--- src/rtl/paddle_input_decoder.sv ---
// Paddle input decoder: synchronises and debounces a quadrature encoder and a
// fire button, decodes detents into a saturating signed pixel delta that is
// handed over once per frame strobe, and pulses FIRE on each button press.
module paddle_input_decoder #(
  parameter logic [15:0] DEBOUNCE_CYCLES   = 16'd4000,
  parameter int unsigned DELTA_WIDTH       = 6,
  parameter logic [5:0]  PIXELS_PER_DETENT = 6'd2
) (
  input  logic                          CLK,
  input  logic                          RESET,
  input  logic                          ENC_A,
  input  logic                          ENC_B,
  input  logic                          BTN_FIRE,
  input  logic                          FRAME_STROBE,
  output logic signed [DELTA_WIDTH-1:0] DELTA,
  output logic                          DELTA_VALID,
  output logic                          FIRE,
  output logic [7:0]                    ILLEGAL_COUNT
);

  localparam int unsigned NIN     = 3;
  localparam int unsigned IDX_A   = 0;
  localparam int unsigned IDX_B   = 1;
  localparam int unsigned IDX_BTN = 2;

  // Internal arithmetic width: wide enough for ACC plus a full detent step.
  localparam int unsigned SW    = DELTA_WIDTH + 8;
  localparam int unsigned MAX_I = (1 << (DELTA_WIDTH - 1)) - 1;

  localparam logic signed [SW-1:0] MAX_V = SW'(MAX_I);
  localparam logic signed [SW-1:0] MIN_V = -MAX_V;
  localparam logic signed [SW-1:0] PPD   = SW'(PIXELS_PER_DETENT);

  localparam logic [15:0] DB_LAST     = DEBOUNCE_CYCLES - 16'd1;
  localparam logic [16:0] PRIME_LIMIT = 17'(DEBOUNCE_CYCLES) + 17'd2;

  logic [NIN-1:0] raw;
  logic [NIN-1:0] sync1;
  logic [NIN-1:0] sync2;
  logic [NIN-1:0] stable;
  logic [NIN-1:0] stable_nxt;
  logic [15:0]    db_cnt     [NIN];
  logic [15:0]    db_cnt_nxt [NIN];

  logic [16:0]    prime_cnt;
  logic           primed;

  logic [1:0]     prev_ab;
  logic [1:0]     cur_ab;
  logic [1:0]     prev_ab_nxt;
  logic [1:0]     pos_cur;
  logic [1:0]     pos_prev;
  logic [1:0]     dpos;
  logic signed [3:0] qstep;
  logic           illegal;

  logic signed [2:0]    sub;
  logic signed [2:0]    sub_nxt;
  logic signed [3:0]    sub_sum;
  logic signed [SW-1:0] step;

  logic signed [DELTA_WIDTH-1:0] acc;
  logic signed [DELTA_WIDTH-1:0] acc_sat;
  logic signed [SW-1:0]          acc_ext;
  logic signed [SW-1:0]          sum;
  logic signed [SW-1:0]          clamped;

  assign raw = {BTN_FIRE, ENC_B, ENC_A};

  // Two-flop synchronisers for the asynchronous pins.
  always_ff @(posedge CLK or posedge RESET) begin
    if (RESET) begin
      sync1 <= '0;
      sync2 <= '0;
    end else begin
      sync1 <= raw;
      sync2 <= sync1;
    end
  end

  // Debounce next-state: a change is accepted after DEBOUNCE_CYCLES disagreeing cycles.
  always_comb begin
    stable_nxt = stable;
    for (int unsigned i = 0; i < NIN; i++) begin
      db_cnt_nxt[i] = '0;
      if (sync2[i] != stable[i]) begin
        if (db_cnt[i] == DB_LAST) begin
          stable_nxt[i] = ~stable[i];
        end else begin
          db_cnt_nxt[i] = db_cnt[i] + 16'd1;
        end
      end
    end
  end

  // Debounce state registers.
  always_ff @(posedge CLK or posedge RESET) begin
    if (RESET) begin
      stable <= '0;
      for (int unsigned i = 0; i < NIN; i++) begin
        db_cnt[i] <= '0;
      end
    end else begin
      stable <= stable_nxt;
      db_cnt <= db_cnt_nxt;
    end
  end

  assign primed = (prime_cnt == PRIME_LIMIT);

  // Startup window covering synchroniser and debounce latency before decoding.
  always_ff @(posedge CLK or posedge RESET) begin
    if (RESET) begin
      prime_cnt <= '0;
    end else if (!primed) begin
      prime_cnt <= prime_cnt + 17'd1;
    end
  end

  // Quadrature decode: map Gray position to a 0..3 ring and take the difference.
  always_comb begin
    cur_ab   = {stable[IDX_A], stable[IDX_B]};
    pos_cur  = {cur_ab[1], cur_ab[1] ^ cur_ab[0]};
    pos_prev = {prev_ab[1], prev_ab[1] ^ prev_ab[0]};
    dpos     = pos_cur - pos_prev;
    qstep    = 4'sd0;
    illegal  = 1'b0;
    if (primed) begin
      case (dpos)
        2'd1:    qstep = 4'sd1;
        2'd3:    qstep = -4'sd1;
        2'd2:    illegal = 1'b1;
        default: qstep = 4'sd0;
      endcase
    end
    // While priming, PREV follows the value the debouncer is about to hold so
    // the first primed cycle never sees a stale resting position as a move.
    prev_ab_nxt = primed ? cur_ab : {stable_nxt[IDX_A], stable_nxt[IDX_B]};
  end

  // Detent accumulation and saturating pixel sum.
  always_comb begin
    sub_sum = $signed({sub[2], sub}) + qstep;
    sub_nxt = sub_sum[2:0];
    step    = '0;
    if (sub_sum == 4'sd4) begin
      step    = PPD;
      sub_nxt = '0;
    end else if (sub_sum == -4'sd4) begin
      step    = -PPD;
      sub_nxt = '0;
    end
    acc_ext = {{(SW - DELTA_WIDTH){acc[DELTA_WIDTH-1]}}, acc};
    sum     = acc_ext + step;
    if (sum > MAX_V) begin
      clamped = MAX_V;
    end else if (sum < MIN_V) begin
      clamped = MIN_V;
    end else begin
      clamped = sum;
    end
    acc_sat = clamped[DELTA_WIDTH-1:0];
  end

  // Decode state, accumulator, frame hand-over and registered outputs.
  always_ff @(posedge CLK or posedge RESET) begin
    if (RESET) begin
      prev_ab       <= '0;
      sub           <= '0;
      acc           <= '0;
      DELTA         <= '0;
      DELTA_VALID   <= 1'b0;
      FIRE          <= 1'b0;
      ILLEGAL_COUNT <= '0;
    end else begin
      prev_ab     <= prev_ab_nxt;
      sub         <= sub_nxt;
      DELTA_VALID <= FRAME_STROBE;
      if (FRAME_STROBE) begin
        DELTA <= acc_sat;
        acc   <= '0;
      end else begin
        acc <= acc_sat;
      end
      if (illegal && (ILLEGAL_COUNT != 8'hFF)) begin
        ILLEGAL_COUNT <= ILLEGAL_COUNT + 8'd1;
      end
      FIRE <= stable_nxt[IDX_BTN] & ~stable[IDX_BTN];
    end
  end

endmodule
--- config.mk ---
export PLATFORM = sky130hd
export DESIGN_NAME = paddle_input_decoder
export DESIGN_NICKNAME = d
export VERILOG_FILES = /design/src/rtl/paddle_input_decoder.sv
export SDC_FILE = /design/constraint.sdc
export NUM_CORES = 1
export LEC_CHECK = 0
export CAP_MARGIN = 5
export CELL_PAD_IN_SITES_DETAIL_PLACEMENT = 1
export CELL_PAD_IN_SITES_GLOBAL_PLACEMENT = 1
export CORE_ASPECT_RATIO = 1.5
export CORE_MARGIN = 5
export CORE_UTILIZATION = 45
export CTS_CLUSTER_DIAMETER = 80
export DETAILED_ROUTE_END_ITERATION = 10
export GPL_TIMING_DRIVEN = 0
export PLACE_DENSITY_LB_ADDON = 0.12
export REMOVE_ABC_BUFFERS = 1
export SYNTH_ARGS = -nofsm -noshare
export SYNTH_HDL_FRONTEND = slang
export SYNTH_SLANG_ARGS = --single-unit
export TNS_END_PERCENT = 10
--- constraint.sdc ---
create_clock -name CLK -period 9.3 [get_ports CLK]
set_clock_uncertainty 0.05 [all_clocks]
set_input_delay 2.325 -clock CLK [delete_from_list [all_inputs] [get_ports CLK]]
set_output_delay 2.325 -clock CLK [all_outputs]
set_load 0.02 [all_outputs]
==> impl_metrics.toml <==
[sta]
min_period_ns = 5.77
fmaxAchievable_ghz = 0.173
min_period_over_period = 0.621
maxSlewHeadroom = 0.529
rsz0062_at_grt = "no"
tightest_slew_ns = 0.706
setup_ws_ns = 3.53
finalSetupViolations = 0
slew_viol_final = 0
hold_viol_final = 0
finalSetupTns_ns = 0

[power]
p_sw_frac = 0.208
p_leak_nw = 2.54
ir_worst_vdd_mv = 0.0802
pwr-share-comb = 0.033
clock_power_share = 0.430
switchingPower_uw = 174
seq_power_share = 0.538
p_per_area_nw_per_um2 = 148
intPower_uw = 661

[yosys]
ys_ff_latch = 101
ys.flop_type = "dfrtp_1"
synth_cells = 477
ys_types = 58
ys_warn_count = 0
ys_async_sr_fraction = 1.00
netlist_area_um2 = 5000
ys_seq_area_frac = 0.505
synth_edf_count = 0
syn_area_per_cell_um2 = 10.5

[floorplan]
core-area_um2 = 11000
start_util = 0.455
rows = 47
dieHeight_um = 139
io_pins = 22
die-area_um2 = 13400
die_w_um = 96.1

[drt]
wire_per_inst_um = 15.0
routed_wl_um = 9820
ant_nets = 0
num_vias = 3476
drt-pass1-iter-count = 4
drt_iter0_drc = 90
vias_per_cell = 5.32
drc = 0

[finish]
mostFrequentLayoutCells = "101 x dfrtp_1, 67 x nor2_1, 43 x xnor2_1"
layout-drive-gt1-share = 0.0613
antennaDiodeCount = 0
fin_nets = 527
finish.utilization = 0.514
ff_latch_area_um2 = 2530
synthToLayoutAreaGrowth_pct = 13.0
final.fill_count = 1212
layout_commonest_cell = "dfrtp_1"
multi_input_area_um2 = 2350

[place]
detailedPlace.worstSlack_ns = 3.46
numPortBuffers = 21
hpwl_um = 7170
routabilityCongestion = 0.791

[global_route]
antenna_found_initial = 0
grt-ovfl-total = 0
grt_max_degree = 73
grt_use_total = 0.165
grt.busiest_layer = "met2"
grtUsageMet3 = 0.0358
grt_pass1_vias = 3793
use_met2 = 0.285
grt_pass1_wl_um = 17600
use_met1 = 0.199

[min_path]
hold_class = "flop to flop"

[cts]
cts_sinks = 101
clockBufferDepth = 2
post_cts_buffers = 0
hold_buffers = 0
cts_tree = "built"
clk_pin_slew_ns = 0.06
cts_max_level = 3
insertion_delay_ns = 0.34
tritoncts.num_buffers = 9
cts_resized = 0
cts_root_buf = "clkbuf_16"

[setup_path]
cp_data_arrival_time_ns = 5.95
end_kind = "flop"
slowest_stage = "nor2b_1"
worstSetupStartpointType = "flop"
crit_required_ns = 9.47
worstPathMaxFanout = 10
crit_type = "flop to flop"
critical-path-max-stage-delay_ns = 0.62
crit_chain = "nor4_2, nand4_4, nor2_1, ha_1, inv_1, fa_1, inv_1, nor3_1, nor2b_1, ha_1, a21o_1, a21oi_1, fa_1, and4b_1, a31oi_1, a311o_1, nor2_1, o32ai_1"

[run_status]
status = "complete, no violations"

[run]
cap_violations = 0
-- routing by layer --
layer	wire [um]	up-vias	share of wire
li1	-	1680	-
met5	0	-	0
met4	157	0	0.016
met2	5150	23	0.52
met3	219	12	0.022
met1	4290	1761	0.44
-- final cells by class --
class,count,area share
clock buffer,13,0.0425
clock inverter,2,0.00619
inverter,22,0.0150
multi-input combinational,346,0.415
sequential,101,0.447
tap,147,0.0325
timing repair buffer,22,0.0420
-- kinds of logic (layout without fill, tap and decap cells) --
family	count (synthesis)	after routing	synth area share
xor gates and xnor gates	71	71	0.124
AOI/OAI and AO/OA	49	49	0.0738
buffers and inverters	30	59	0.0260
and+or+nand+nor	199	199	0.201
adders and majority gates	19	19	0.0520
muxes	8	8	0.0175
DFF	101	101	0.505
-- stage by stage --
step                power [mW]  hold WS [ns]  cell area (um^2)  std cells
floorplan                0.473         0.281              4960        469
global placement         0.483         0.294              5350        637
detailed placement       0.486         0.298              5380        638
CTS                      0.847         0.312              5660        653
global route             0.871         0.322              5660        653
finish                   0.835         0.308              5660        653
-- critical path: cells and delay by family (launching register included) --
family | cells | cell delay, ns
fa+ha+maj | 4 | 1.78
simple gates | 7 | 1.98
buf+inv | 2 | 0.12
flops | 1 | 0.45
compound gates | 5 | 1.28
-- Yosys cell counts (all sizes together), types with 7 or more instances --
cell,instances,area (um^2)
o21ai,7,38.8
nand2,39,146
inv,22,82.6
nor2,67,251
dfrtp,101,2530
a21oi,15,82.6
ha,16,200
nand4,14,103
nand3,26,130
and3,13,86.3
xor2,28,245
xnor2,43,377
nor3,14,75.1
-- state kept, by name, summed over array words and instances, names as in the netlist --
| register | cells |
|---|---|
| sync2 | 3 |
| ILLEGAL_COUNT | 8 |
| DELTA | 6 |
| FIRE | 1 |
| stable | 3 |
| prev_ab | 2 |
| sub | 3 |
| db_cnt | 48 |
| acc | 6 |
| prime_cnt | 17 |
| sync1 | 3 |
| DELTA_VALID | 1 |
-- worst paths after layout --
| path | start | to | slack (ns) | cells after the start |
|---|---|---|---|---|
| setup / recovery | prime_cnt[13] | acc[3] | 3.53 | 18 |
| hold / removal | sync1[0] | sync2[0] | 0.31 | 0 |
| setup reg to reg | prime_cnt[13] | acc[3] | 3.53 | 18 |
| hold reg to reg | sync1[0] | sync2[0] | 0.31 | 0 |
| max in group asynchronous | RESET | db_cnt[35] | 6.23 | 3 |
| min in group asynchronous | RESET | db_cnt[0] | 2.29 | 2 |
-- power by group through the flow --
| stage | combinational (mW) | sequential, mW | clock [mW] |
|---|---|---|---|
| detailed placement | 0.0285 | 0.457 | 0 |
| CTS | 0.0285 | 0.449 | 0.370 |
| floorplan | 0.0160 | 0.457 | 0 |
| global placement | 0.0261 | 0.457 | 0 |
| finish | 0.0271 | 0.449 | 0.359 |
| global route | 0.0320 | 0.449 | 0.390 |
Note: power is estimated with default switching activity, not from simulation.
